==> src/rtl/adc_capture_ctrl_pkg.sv <==
// Shared definitions for the ADC capture controller: counter width default,
// FSM state encodings and trigger-mode codes.
package adc_capture_ctrl_pkg;

    localparam int unsigned CNT_W_DEFAULT = 32;

    localparam logic [1:0] TRIG_RISING  = 2'b00;
    localparam logic [1:0] TRIG_FALLING = 2'b01;
    localparam logic [1:0] TRIG_HIGH    = 2'b10;
    localparam logic [1:0] TRIG_LOW     = 2'b11;

    localparam logic [2:0] ST_IDLE    = 3'd0;
    localparam logic [2:0] ST_ARMED   = 3'd1;
    localparam logic [2:0] ST_DELAY   = 3'd2;
    localparam logic [2:0] ST_CAPTURE = 3'd3;
    localparam logic [2:0] ST_DONE    = 3'd4;

    function automatic logic mode_inverts(input logic [1:0] mode);
        return (mode == TRIG_FALLING) || (mode == TRIG_LOW);
    endfunction

endpackage

==> src/rtl/adc_capture_ctrl_if.sv <==
// Capture handshake between the controller (master) and the sample FIFO (slave).
interface adc_capture_ctrl_if;

    logic adc_capture_go_o;
    logic adc_trig_status_o;
    logic adc_capture_stop_i;

    modport master (
        output adc_capture_go_o,
        output adc_trig_status_o,
        input  adc_capture_stop_i
    );

    modport slave (
        input  adc_capture_go_o,
        input  adc_trig_status_o,
        output adc_capture_stop_i
    );

endinterface

==> src/rtl/adc_capture_ctrl_trig_qualify.sv <==
// Trigger synchroniser, edge detector and mode qualifier; the qualified pulse
// and level are registered, one cycle behind the sync register.
module trig_qualify
    import adc_capture_ctrl_pkg::*;
(
    input  logic       clk,
    input  logic       rst,
    input  logic       trig_i,
    input  logic [1:0] mode_i,
    output logic       pulse_o,
    output logic       level_o
);

    logic sync_q, sync_d;
    logic prev_q, prev_d;
    logic pulse_q, pulse_d;
    logic level_q, level_d;

    always_comb begin
        sync_d  = trig_i;
        prev_d  = sync_q;
        level_d = sync_q ^ mode_inverts(mode_i);
        case (mode_i)
            TRIG_RISING:  pulse_d = sync_q & ~prev_q;
            TRIG_FALLING: pulse_d = ~sync_q & prev_q;
            TRIG_HIGH:    pulse_d = sync_q;
            default:      pulse_d = ~sync_q;
        endcase
    end

    always_ff @(posedge clk) begin
        if (rst) begin
            sync_q  <= 1'b0;
            prev_q  <= 1'b0;
            pulse_q <= 1'b0;
            level_q <= 1'b0;
        end else begin
            sync_q  <= sync_d;
            prev_q  <= prev_d;
            pulse_q <= pulse_d;
            level_q <= level_d;
        end
    end

    assign pulse_o = pulse_q;
    assign level_o = level_q;

endmodule

==> src/rtl/adc_capture_ctrl.sv <==
// Capture sequencer: IDLE -> ARMED -> (DELAY) -> CAPTURE -> DONE -> IDLE.
// Define TRIG_TIMEOUT_EN to build the forced-trigger timeout in ARMED.
module adc_capture_ctrl
    import adc_capture_ctrl_pkg::*;
#(
    parameter int unsigned CNT_W = CNT_W_DEFAULT
) (
    input  logic               adc_sampleclk,
    input  logic               reset_i,
    input  logic               arm_i,
    input  logic               abort_i,
    input  logic               trigger_i,
    input  logic [1:0]         trig_mode_i,
    input  logic [CNT_W-1:0]   trig_delay_i,
    input  logic [CNT_W-1:0]   max_samples_i,
    input  logic [CNT_W-1:0]   trig_timeout_i,
    adc_capture_ctrl_if.master fifo,
    output logic               armed_o,
    output logic               done_o,
    output logic               timeout_o,
    output logic [CNT_W-1:0]   samples_o
);

    localparam logic [CNT_W-1:0] CNT_ONE = CNT_W'(1);

    logic [2:0]       state_q, state_d;
    logic             arm_prev_q, arm_prev_d;
    logic             go_q, go_d;
    logic             done_q, done_d;
    logic             timeout_q, timeout_d;
    logic [CNT_W-1:0] samples_q, samples_d;
    logic [CNT_W-1:0] delay_cnt_q, delay_cnt_d;
    logic [CNT_W-1:0] delay_q, delay_d;
    logic [CNT_W-1:0] max_q, max_d;
    logic [1:0]       mode_q, mode_d;
    logic             trig_pulse, trig_level, force_trig;

    // Fed with the next mode so the first ARMED cycle is already qualified
    // with the newly latched mode rather than the previous capture's.
    trig_qualify u_trig_qualify (
        .clk     (adc_sampleclk),
        .rst     (reset_i),
        .trig_i  (trigger_i),
        .mode_i  (mode_d),
        .pulse_o (trig_pulse),
        .level_o (trig_level)
    );

`ifdef TRIG_TIMEOUT_EN
    logic [CNT_W-1:0] tmo_cnt_q, tmo_cnt_d;

    always_comb begin
        tmo_cnt_d = '0;
        if (state_q == ST_ARMED) tmo_cnt_d = tmo_cnt_q + CNT_ONE;
    end

    always_ff @(posedge adc_sampleclk) begin
        if (reset_i) tmo_cnt_q <= '0;
        else         tmo_cnt_q <= tmo_cnt_d;
    end

    assign force_trig = (trig_timeout_i != '0) && (tmo_cnt_q + CNT_ONE == trig_timeout_i);
`else
    logic unused_trig_timeout;
    assign unused_trig_timeout = ^trig_timeout_i;
    assign force_trig = 1'b0;
`endif

    always_comb begin
        state_d     = state_q;
        arm_prev_d  = arm_i;
        done_d      = done_q;
        timeout_d   = timeout_q;
        samples_d   = samples_q;
        delay_cnt_d = delay_cnt_q;
        delay_d     = delay_q;
        max_d       = max_q;
        mode_d      = mode_q;

        if (go_q && (samples_q != '1)) samples_d = samples_q + CNT_ONE;

        if (abort_i) begin
            state_d = ST_IDLE;
        end else begin
            case (state_q)
                ST_IDLE: if (arm_i && !arm_prev_q) begin
                    state_d   = ST_ARMED;
                    done_d    = 1'b0;
                    timeout_d = 1'b0;
                    samples_d = '0;
                    delay_d   = trig_delay_i;
                    max_d     = max_samples_i;
                    mode_d    = trig_mode_i;
                end
                ST_ARMED: if (trig_pulse || force_trig) begin
                    timeout_d   = !trig_pulse;
                    delay_cnt_d = '0;
                    if (max_q == '0)        state_d = ST_DONE;
                    else if (delay_q == '0) state_d = ST_CAPTURE;
                    else                    state_d = ST_DELAY;
                end
                ST_DELAY: begin
                    if (delay_cnt_q + CNT_ONE == delay_q) state_d = ST_CAPTURE;
                    else delay_cnt_d = delay_cnt_q + CNT_ONE;
                end
                ST_CAPTURE: begin
                    if (fifo.adc_capture_stop_i || (samples_q + CNT_ONE == max_q))
                        state_d = ST_DONE;
                end
                default: state_d = ST_IDLE;
            endcase
        end

        go_d = (state_d == ST_CAPTURE);
        if (state_d == ST_DONE) done_d = 1'b1;
    end

    always_ff @(posedge adc_sampleclk) begin
        if (reset_i) begin
            state_q     <= ST_IDLE;
            arm_prev_q  <= 1'b0;
            go_q        <= 1'b0;
            done_q      <= 1'b0;
            timeout_q   <= 1'b0;
            samples_q   <= '0;
            delay_cnt_q <= '0;
            delay_q     <= '0;
            max_q       <= '0;
            mode_q      <= '0;
        end else begin
            state_q     <= state_d;
            arm_prev_q  <= arm_prev_d;
            go_q        <= go_d;
            done_q      <= done_d;
            timeout_q   <= timeout_d;
            samples_q   <= samples_d;
            delay_cnt_q <= delay_cnt_d;
            delay_q     <= delay_d;
            max_q       <= max_d;
            mode_q      <= mode_d;
        end
    end

    assign fifo.adc_capture_go_o  = go_q;
    assign fifo.adc_trig_status_o = trig_level;
    assign armed_o                = (state_q == ST_ARMED);
    assign done_o                 = done_q;
    assign timeout_o              = timeout_q;
    assign samples_o              = samples_q;

endmodule
==> src/flat_wrapper.sv <==
// flat-port wrapper written by rule: the top's interface ports become plain ports
module adc_capture_ctrl_flat import adc_capture_ctrl_pkg::*;
#(
    parameter int unsigned CNT_W = CNT_W_DEFAULT
)
  (adc_sampleclk, reset_i, arm_i, abort_i, trigger_i, trig_mode_i, trig_delay_i, max_samples_i, trig_timeout_i, armed_o, done_o, timeout_o, samples_o, fifo_adc_capture_go_o, fifo_adc_trig_status_o, fifo_adc_capture_stop_i);
  adc_capture_ctrl_if fifo_i ();
  input  logic adc_sampleclk;
  input  logic reset_i;
  input  logic arm_i;
  input  logic abort_i;
  input  logic trigger_i;
  input  logic [1:0] trig_mode_i;
  input  logic [CNT_W-1:0] trig_delay_i;
  input  logic [CNT_W-1:0] max_samples_i;
  input  logic [CNT_W-1:0] trig_timeout_i;
  output logic armed_o;
  output logic done_o;
  output logic timeout_o;
  output logic [CNT_W-1:0] samples_o;
  output wire logic [$bits(fifo_i.adc_capture_go_o)-1:0] fifo_adc_capture_go_o;
  output wire logic [$bits(fifo_i.adc_trig_status_o)-1:0] fifo_adc_trig_status_o;
  input wire logic [$bits(fifo_i.adc_capture_stop_i)-1:0] fifo_adc_capture_stop_i;
  assign fifo_adc_capture_go_o = fifo_i.adc_capture_go_o;
  assign fifo_adc_trig_status_o = fifo_i.adc_trig_status_o;
  assign fifo_i.adc_capture_stop_i = fifo_adc_capture_stop_i;
  adc_capture_ctrl #(.CNT_W(CNT_W)) u_core (.adc_sampleclk(adc_sampleclk), .reset_i(reset_i), .arm_i(arm_i), .abort_i(abort_i), .trigger_i(trigger_i), .trig_mode_i(trig_mode_i), .trig_delay_i(trig_delay_i), .max_samples_i(max_samples_i), .trig_timeout_i(trig_timeout_i), .fifo(fifo_i), .armed_o(armed_o), .done_o(done_o), .timeout_o(timeout_o), .samples_o(samples_o));
endmodule
==> config.mk <==
export PLATFORM = sky130hd
export DESIGN_NAME = adc_capture_ctrl_flat
export DESIGN_NICKNAME = d
export VERILOG_FILES = /design/src/rtl/adc_capture_ctrl_pkg.sv /design/src/rtl/adc_capture_ctrl_if.sv /design/src/rtl/adc_capture_ctrl_trig_qualify.sv /design/src/rtl/adc_capture_ctrl.sv /design/src/flat_wrapper.sv
export SDC_FILE = /design/constraint.sdc
export NUM_CORES = 1
export LEC_CHECK = 0
export CAP_MARGIN = 40
export CORE_MARGIN = 3
export CORE_UTILIZATION = 54
export DETAILED_ROUTE_END_ITERATION = 7
export GPL_TIMING_DRIVEN = 0
export PLACE_DENSITY = 0.88
export SLEW_MARGIN = 20
export SYNTH_ARGS = -nofsm -noshare
export SYNTH_HDL_FRONTEND = slang
export SYNTH_SLANG_ARGS = --single-unit
==> constraint.sdc <==
create_clock -name adc_sampleclk -period 4 [get_ports adc_sampleclk]
set_input_delay 0.6 -clock adc_sampleclk [delete_from_list [all_inputs] [get_ports adc_sampleclk]]
set_output_delay 0.6 -clock adc_sampleclk [all_outputs]
set_load 0.1 [all_outputs]
# After elaboration in Yosys (flattened, before gate mapping)
# Index checks and enable logic that the tools add are counted.
[classes]
eq_ne = 15
bitwise_logic = 6
n_addsub = 2
reduce_logical = 18
muxes = 25
[op_table]
columns = ["operator", "count"]
rows = [
  ["$mux 32", 6],
  ["$add 32x1->32 const B", 2],
  ["$eq 32x32->1", 2],
  ["$logic_not 32->1", 2],
  ["$pmux 32 s2", 1],
  ["$ne 32x32->1 const B", 1],
  ["$mux 3", 6],
  ["$pmux 3 s4", 1],
  ["$eq 3x2->1 const B", 3],
  ["$reduce_and 4->1", 2],
  ["$reduce_bool 2->1", 4],
  ["$mux 1", 6],
  ["$mux 2", 3],
  ["$ne 2x1->1 const B", 3],
  ["$reduce_and 3->1", 2],
  ["$eq 2x2->1 const B", 2],
  ["$eq 3x1->1 const B", 1],
  ["$eq 3x3->1 const B", 1],
  ["$logic_not 3->1", 1],
  ["$not 1->1", 3],
  ["$pmux 1 s3", 1],
  ["$and 1x1->1", 2],
  ["$eq 2x1->1 const B", 1],
  ["$logic_and 1x1->1", 2],
  ["6 further kinds", 8],
]
[word_totals]
register_bits = 141
out_inout_bits = 37
inputBits = 104
wordCells = 80

# Depth between registers and ports, before layout
[logic_depth]
word_depth = 9
mapped_depth = 14

# Cells and area by module
# A second synthesis with hierarchy kept.
[unflattened]
cells_unflattened = 1085
hier_area_um2 = 8346.8
[modules_own_cells]
columns = ["mod", "cells_each", "area_each_um2", "instances"]
rows = [
  ["adc_capture_ctrl", 1072, 8210.4, 1],
  ["trig_qualify", 13, 136.4, 1],
]

# Worst setup path after synthesis
# Ideal clock, no wire load.
[synth_path]
path_type = "register to register"
from = "reg u_core.state_q[2]"
to = "reg u_core.delay_cnt_q[2]"
synth_period_minus_slack_ns = 4.137
slack_ns = -0.137
path_stages_with_launch = 8
arrival_ns = 4.015
setup_time_ns = 0.122
n_path_buf = 2
path_cell_list = "dfxtp_1 -> clkbuf_1 -> nor3b_1 -> nand2_1 -> a21o_1 -> o21a_1 -> buf_6 -> a221o_1"
[synth_between]
elab_chain_len = 3
word_cells_on_any_way = 7
[synth_lines]
columns = ["item", "line", "source"]
rows = [
  ["start: declaration", "adc_capture_ctrl.sv:26", "logic [2:0] state_q, state_d;"],
  ["start signal: assignment", "adc_capture_ctrl.sv:131", "state_q <= state_d;"],
  ["$eq 3x1->1 *", "n/a", ""],
  ["net armed_o", "flat_wrapper.sv:17", "output logic armed_o;"],
  ["$ne 2x1->1 (no line) or $reduce_bool 2->1 (tied branches)", "n/a", ""],
  ["$reduce_and 4->1 (no line)", "n/a", ""],
  ["end signal: assignment", "adc_capture_ctrl.sv:137", "delay_cnt_q <= delay_cnt_d;"],
  ["end: declaration", "adc_capture_ctrl.sv:32", "logic [CNT_W-1:0] delay_cnt_q, delay_cnt_d;"],
]
# The timed path passes the listed nets; every way through them passes the cells marked *.
# A chain may end at the register's enable or synchronous reset.

# Worst setup path after layout
[layout_path]
from = "reg u_core.delay_cnt_q[0]"
to = "reg u_core.delay_cnt_q[4]"
[layout_between]
elab_chain_len = 4
word_cells_on_any_way = 6
[layout_lines]
columns = ["item", "line", "source"]
rows = [
  ["$add 32x1->32 *", "adc_capture_ctrl.sv:103, adc_capture_ctrl.sv:104", ""],
  ["$eq 32x32->1", "adc_capture_ctrl.sv:103", "if (delay_cnt_q + CNT_ONE == delay_q) state_d = ST_CAPTURE;"],
  ["$ne 2x2->1 (no line)", "n/a", ""],
  ["$reduce_and 4->1 (no line)", "n/a", ""],
]
# Mark *: on every way between the ends. The rest lies on a longest branch, timed or not. The select of a mux whose other input is x is not followed.

==> results.rst <==
.. list-table::
   :header-rows: 1

   * - Metric
     - Value
   * - Count of state elements after synthesis
     - 141
   * - Vias in the first global route
     - 8170
   * - Chip width
     - approximately 130 um
   * - Wirelength per Cell
     - about 19 um
   * - GRT Resource Usage Total
     - 0.3182
   * - Final standard cell count with taps included and fillers excluded
     - roughly 1400
   * - Drt first-iter violations
     - about 840
   * - Drt total wl
     - about 26000 um
   * - Antenna violations before repair
     - 0
   * - Setup Fix Bufs, Post-CTS
     - 0
   * - Tightest Pin Transition
     - ~0.91 ns
   * - PostCTS Resize Cnt
     - 0
   * - Via density
     - approximately 6.1
   * - Synth warn
     - 0
   * - MaxCap Viol Count
     - 0
   * - Combined area of the multi-input logic cells
     - between 4000 and 5000 sq um
   * - Peak supply drop
     - 0.2991 mV
   * - Total of hold buffers inserted after clock tree synthesis
     - 0
   * - Number of iterations in the first detailed-routing pass
     - 5
   * - Critical path endpoint
     - u_core.delay_cnt_q[4]$_SDFFE_PP0P_
   * - Synth cell count leaders
     - sky130_fd_sc_hd__nand2_1 (198), sky130_fd_sc_hd__dfxtp_1 (141), sky130_fd_sc_hd__a21oi_1 (95)
   * - Leak Pwr
     - 3.812 nW
   * - Library cells used by synthesis
     - 74
   * - Fraction of power consumed by the clock network
     - 0.473
   * - CP max FO
     - 10
   * - Sw frac
     - 0.2527
   * - Worst path required time
     - about 4.4 ns
   * - Register-to-register setup slack
     - about 0.21 ns
   * - Main synth FF type
     - sky130_fd_sc_hd__dfxtp_1
   * - Cell taking the most area after synthesis
     - sky130_fd_sc_hd__dfxtp_1
   * - Worst Path Arrival
     - between 4 and 5 ns
   * - Clk sinks
     - 141
   * - Path type of the worst setup path
     - reg -> reg
   * - Clock slew seen by the registers of the worst setup and hold paths
     - approximately 0.06 ns
   * - Post-DP HPWL
     - 19560 um
   * - Endpoint of the worst-slack reg-to-reg timing path
     - u_core.delay_cnt_q[4]$_SDFFE_PP0P_
   * - Number of fillers in the final layout
     - 1111
   * - Type of destination of the critical path
     - flop
   * - Number of CTS-inserted buffers
     - 17
   * - Share of the synthesized area in the top cell type
     - 0.3500
   * - Startpoint of the lowest-slack register-to-register path
     - u_core.delay_cnt_q[0]$_SDFFE_PP0P_
   * - Fraction of the yosys area taken by sequential cells
     - 0.3500
   * - # DRC
     - 0
   * - Post-synthesis cell area
     - about 8100 sq um
   * - Achievable frequency
     - approximately 0.26 GHz
   * - Largest clock skew in the final design
     - roughly 0.011 ns
   * - Total number of vias
     - around 8600
   * - Share of post-route cells with drive strength above 1
     - 0.08483
   * - Count of flip-flops with a built-in enable after synthesis
     - 0
   * - Dominant cell by count in the synthesized netlist
     - sky130_fd_sc_hd__nand2_1
   * - Critical path startpoint category
     - flop
   * - Layout-stage area growth over the synthesis result
     - 30.85%
   * - # diodes
     - 0
   * - Aggregate global routing overflow
     - 0
   * - Count of cells along the worst hold path
     - 1
   * - Final hold vios
     - 0
   * - Total power
     - between 0.003 and 0.004 W
   * - Max Transition Viols Final
     - 0
   * - Unrepaired setup endpoints after global routing
     - false
   * - TritonCTS clock tree
     - built
   * - Worst reg-to-reg path cell count
     - 13
   * - Number of standard cells after synthesis
     - ~1000
   * - Count of boundary I/O pins
     - 141
   * - Fin nets
     - between 1000 and 1500
   * - Maximum root-to-sink buffer count
     - 2
   * - Portion of total power attributed to sequential cells
     - 0.429
   * - First element of the critical path
     - u_core.delay_cnt_q[0]$_SDFFE_PP0P_
   * - Sum Neg Setup Slack
     - 0 ns
   * - Worst hold-check path type
     - reg -> reg
   * - H-tree Lvls
     - 4
   * - Placed cell count
     - 1378
   * - Number of setup violations in the final report
     - 0
   * - Largest net degree at the start of global routing
     - 17
   * - Area of placed instances
     - 9948 sq um
   * - Nets in the synthesized netlist
     - around 1200
   * - Starting utilization of the core area
     - 0.5527
   * - Share of the clock period used by the worst path after layout
     - 0.9465
   * - Routability-driven placement congestion ratio
     - around 0.96
   * - Die Footprint
     - around 16000 sq um
   * - Remaining antenna violation count after routing
     - 0
   * - Cell chosen for the clock root
     - sky130_fd_sc_hd__clkbuf_16
   * - Total area of sequential cells
     - ~2800 sq um
   * - Number of input and output port buffers inserted
     - between 100 and 150
   * - Average instance area after synthesis
     - 7.695 sq um
   * - Post-synth ARST share
     - 0
   * - Ratio of total power to cell area
     - ~330 nW/um^2
   * - Run status
     - finished clean
   * - # rows
     - 44
   * - Post-route cell area
     - 10550 sq um
   * - NetSw
     - a little under 0.0009 W
   * - Die height
     - ~130 um
   * - Cell internal power dissipation
     - 0.002568 W
   * - Clock latency on the worst-skew pair
     - between 0.4 and 0.5 ns
   * - Max-Slew Margin vs Limit
     - 0.3890
   * - Top cells by area in the synthesized netlist
     - sky130_fd_sc_hd__dfxtp_1 (35%), sky130_fd_sc_hd__nand2_1 (9.2%), sky130_fd_sc_hd__xnor2_1 (7.1%), sky130_fd_sc_hd__a21oi_1 (5.9%), sky130_fd_sc_hd__xor2_1 (5.2%)
   * - Time the worst path needs with I/O delays and setup
     - approximately 3.8 ns
   * - Fraction of power consumed by combinational cells
     - 0.098
   * - Standard cell core area
     - roughly 15000 sq um
   * - Global-route wire length before repair
     - 41460 um
-- cells by family after synthesis --
family | share of synthesized area
and+or+nand+nor | 0.2967
AOI/OAI and AO/OA | 0.1665
DFF | 0.3500
xor gates and xnor gates | 0.1247
buffers and inverters | 0.04608
muxes | 0.01288
adders and majority gates | 0.003103
-- cell usage in the layout (no fill, tap or decap), types with 19 or more instances in the layout --
cell,n
sky130_fd_sc_hd__nand2_1,198
sky130_fd_sc_hd__dfxtp_1,141
sky130_fd_sc_hd__clkdlybuf4s50_1,106
sky130_fd_sc_hd__a21oi_1,95
sky130_fd_sc_hd__xnor2_1,65
sky130_fd_sc_hd__nor2_1,63
sky130_fd_sc_hd__clkbuf_1,56
sky130_fd_sc_hd__nand3_1,53
sky130_fd_sc_hd__xor2_1,48
sky130_fd_sc_hd__buf_8,36
sky130_fd_sc_hd__nor4_1,35
sky130_fd_sc_hd__nand4_1,27
sky130_fd_sc_hd__o31ai_1,24
sky130_fd_sc_hd__nor3_1,19
-- power groups by stage --
stage / logic [W] / registers (W) / clock network [W]
after global placement: 0.000319 / 0.00150 / 0
after global routing: 0.000362 / 0.00148 / 0.00170
after CTS: 0.000332 / 0.00147 / 0.00163
after floorplan: 0.000183 / 0.00150 / 0
after detailed placement: 0.000329 / 0.00150 / 0
final: 0.000335 / 0.00147 / 0.00163
-- per-stage QoR --
stage | setup slack, ns | util | hold WS (ns)
floorplan | 0.4375 | - | 0.4578
global placement | 0.2779 | 0.6416 | 0.4639
detailed placement | 0.2859 | 0.6819 | 0.4676
CTS | 0.2554 | 0.7232 | 0.4762
global route | 0.03789 | 0.7232 | 0.5055
finish | 0.2138 | 0.7232 | 0.4745
-- metal layers --
metal  global-route usage  vias up  routed length, um
met5                    0        -                  0
met3              0.05792      110               1775
li1                     -     4054                  -
met4               0.1754        0               1273
met2               0.5581      400              13100
met1               0.3631     4000               9979
-- worst min-delay path by stage --
stage                                        from                       endpoint
floorplan           u_core.max_q[12]$_SDFFE_PP0P_  u_core.max_q[12]$_SDFFE_PP0P_
global placement    u_core.timeout_o$_SDFFE_PP0P_  u_core.timeout_o$_SDFFE_PP0P_
detailed placement  u_core.timeout_o$_SDFFE_PP0P_  u_core.timeout_o$_SDFFE_PP0P_
CTS                 u_core.timeout_o$_SDFFE_PP0P_  u_core.timeout_o$_SDFFE_PP0P_
global route        u_core.timeout_o$_SDFFE_PP0P_  u_core.timeout_o$_SDFFE_PP0P_
finish              u_core.timeout_o$_SDFFE_PP0P_  u_core.timeout_o$_SDFFE_PP0P_
-- critical path, cell delays in order, from the launching register on --
cell and delay, ns:
sky130_fd_sc_hd__dfxtp_1 0.46, sky130_fd_sc_hd__ha_1 0.31, sky130_fd_sc_hd__nand3_2 0.19, sky130_fd_sc_hd__or4_1 0.54, sky130_fd_sc_hd__clkbuf_1 0.18, sky130_fd_sc_hd__nor4_1 0.29, sky130_fd_sc_hd__a311o_1 0.26, sky130_fd_sc_hd__nand3_1 0.11
sky130_fd_sc_hd__or4_4 0.57, sky130_fd_sc_hd__nor2_4 0.19, sky130_fd_sc_hd__o21a_1 0.17, sky130_fd_sc_hd__buf_6 0.16, sky130_fd_sc_hd__buf_6 0.17, sky130_fd_sc_hd__a21o_1 0.12
-- flip-flops by register name (all words and copies together) (netlist names), 2 cells and up --
register            flops
u_core.delay_cnt_q     32
u_core.mode_q           2
u_core.max_q           32
u_core.state_q          3
u_core.samples_o       32
u_core.delay_q         32
-- final cells by class --
| class | count | area share |
|---|---|---|
| buffer | 75 | 0.03166 |
| clock buffer | 21 | 0.04459 |
| clock inverter | 11 | 0.01257 |
| inverter | 10 | 0.003557 |
| multi-input combinational | 822 | 0.4620 |
| sequential | 141 | 0.2675 |
| tap | 184 | 0.02182 |
| timing repair buffer | 146 | 0.1563 |
No activity file was read; power rests on OpenSTA's default activity.
==> edit: new RTL, config.mk and constraints unchanged <==
Register the output `timeout_o` once more; this adds one clock of latency there. The other outputs are not delayed to match.
--- a/src/rtl/adc_capture_ctrl.sv
+++ b/src/rtl/adc_capture_ctrl.sv
@@ -145,7 +145,9 @@
     assign fifo.adc_trig_status_o = trig_level;
     assign armed_o                = (state_q == ST_ARMED);
     assign done_o                 = done_q;
-    assign timeout_o              = timeout_q;
+    always_ff @(posedge adc_sampleclk) begin
+        timeout_o <= timeout_q;
+    end
     assign samples_o              = samples_q;
 
 endmodule
Behaviour: no difference found for any inputs over 4 cycles, from zero or initial values and one cycle with reset_i high; that may be too few to reach the edited logic, so the function may still have changed.
==> edit against the original RTL <==
  * Via count rose by 1.3%
  * Final area is essentially flat
  * Critical endpoint is now u_core.delay_cnt_q[18]$_SDFFE_PP0P_
  * Area after synthesis is 0.25% higher
  * Utilization barely moved
  * Routed wire length fell by 0.22%
  * Power increased by 0.64%
  * Clock power about the same
  * Sequential cell count rose by 1
  * Setup slack better by 0.014 ns
==> edit: results (changes against the original RTL) <==
* HP Class: register to register
* Peak VDD IR at 0.000366 V (+23%)
* CP max stage delay at 0.60 ns (+0.03 ns)
* Maximum clock path buffer count at 2 (unchanged)
* 1st-iter DRT viols at 916 (+9.2%)
* Clock Skew at 0.0162 ns (+0.00515 ns)
* Antenna cells at 0 (unchanged)
* YS warnings at 0 (unchanged)
* PnR worst setup slack at 0.228 ns (+0.0140 ns)
* HP Start: u_core.timeout_q$_SDFFE_PP0P_
* Placed Area at 9950 sq um (about the same)
* Mapped Avg Cell Area at 7.71 sq um (+0.15%)
* Slew of the pin with the lowest slew margin at 0.786 ns (-0.128 ns)
* Largest net degree at the start of global routing at 17 (unchanged)
* Post-synthesis sequential area ratio at 35.2% (+0.16 points)
* Family with the most delay on the worst path: simple AND/OR/NAND/NOR gates
* WP data arrival at 4.15 ns (about the same)
* Status: finished clean
* Top post-synthesis cells by area: dfxtp_1 (35%), nand2_1 (9.2%), xnor2_1 (7.0%)
* Share of cells above drive strength 1 at 8.56% (+0.082 points)
* Crit-path max FO at 10 (unchanged)
* Leakage power at 3.82 nW (+0.11%)
* Initial antenna violation count at 0 (unchanged)
* Fin nets at 1,320 (+0.076%)
* WHS Path Cells at 0 (-1)
* Library cells used by synthesis at 74 (unchanged)
* CTS buffer count at 17 (unchanged)
* Setup crit start: u_core.delay_cnt_q[0]$_SDFFE_PP0P_
* Setup WS pre-CTS at 0.321 ns (+0.0349 ns)
* WL/cell at 18.5 um (-0.22%)
* Setup bufs post-CTS at 0 (unchanged)
* Reg2reg start: u_core.delay_cnt_q[0]$_SDFFE_PP0P_
* Slew Viols, Final at 0 (unchanged)
* Root buf cell: clkbuf_16
* Worst reg2reg path endpoint: u_core.delay_cnt_q[18]$_SDFFE_PP0P_
* Clock H-tree levels at 4 (unchanged)
* First-pass GRT wire length at 41,100 um (-0.98%)
* Total track usage at 31.3% (-0.51 points)
* Synthesized net count at 1,155 (+0.087%)
* Synth Flop Type: dfxtp_1
* Int Pwr at 0.00260 W (+1.2%)
* Worst path slowest cell: or4_4
* CTS clock-pin slew for the worst setup and hold paths at 0.06 ns (about the same)
* Post-route insts no fill at 1,410 (unchanged)
* Worst-Skew Late Latency at 0.43 ns
* GP Congestion at 1.00 (+4.1%)
* Worst reg2reg path depth at 12 (-1)
* Post-cts repair resize count at 0 (unchanged)
* Final HPWL from detailed placement at 19,300 um (-1.4%)
* Synth cell count leaders: nand2_1 (198), dfxtp_1 (142), a21oi_1 (95)
* Detailed Routing Iterations Pass 1 at 7 (+2)
* Via density at 6.15 (+1.3%)
* Buffers on Ports at 106 (unchanged)
* Worst Hold End: u_core.timeout_o$_DFF_P_
* Async S/R FF share, synth at 0% (unchanged)
* Vias in the first global route at 8,184 (+0.17%)
* WHS at 0.371 ns (-0.104 ns)
[edit: cell count changes in the layout (fill, tap and decap cells not counted), sizes merged]
cell           change
buf                +1
bufinv             +1
clkbuf             -3
clkdlybuf4s15      -1
clkinvlp           +2
dfxtp              +1
inv                -1
[edit: final cells by class]
class | instances | area (sq um)
multi-input combinational | 822 | 4880
fill | 1089 | 4030
sequential | 142 | 2840
timing repair buffer | 146 | 1630
clock buffer | 18 | 439
buffer | 75 | 334
tap | 184 | 230
clock inverter | 13 | 165
inverter | 10 | 37.5
[edit: worst max path at each step]
stage,to,cells past startpoint
after floorplan,u_core.fifo.adc_capture_go_o$_SDFF_PP0_,10
after global placement,u_core.delay_cnt_q[8]$_SDFFE_PP0P_,13
after detailed placement,u_core.delay_cnt_q[3]$_SDFFE_PP0P_,13
after CTS,u_core.delay_cnt_q[18]$_SDFFE_PP0P_,13
after global routing,u_core.delay_cnt_q[18]$_SDFFE_PP0P_,12
final,u_core.delay_cnt_q[18]$_SDFFE_PP0P_,12
[edit: power by group through the flow]
stage                     clock network, W  registers, W  logic [W]
after floorplan                          0       0.00151   0.000183
after global placement                   0       0.00151   0.000317
after detailed placement                 0       0.00151   0.000329
after CTS                          0.00163       0.00148   0.000332
after global routing               0.00170       0.00149   0.000364
final                              0.00163       0.00149   0.000338
[edit: cell families (layout without fill, tap and decap cells)]
group	Yosys count	in the layout	share of synthesized area, %
fa+ha+maj	2	2	0.310
mux	10	10	1.28
simple gates	486	486	29.6
flops	142	142	35.2
xor+xnor	114	114	12.4
compound gates	210	210	16.6
buf+inv	85	262	4.60
[edit: routing by layer]
layer,share of wire (%),wire length [um],GRT usage (%),up-vias
met5,0,0,0,-
met4,4.1,1070,15.0,0
met3,6.6,1710,4.77,99
met2,50,13000,55.1,446
met1,39,10300,37.3,4073
li1,-,-,-,4054
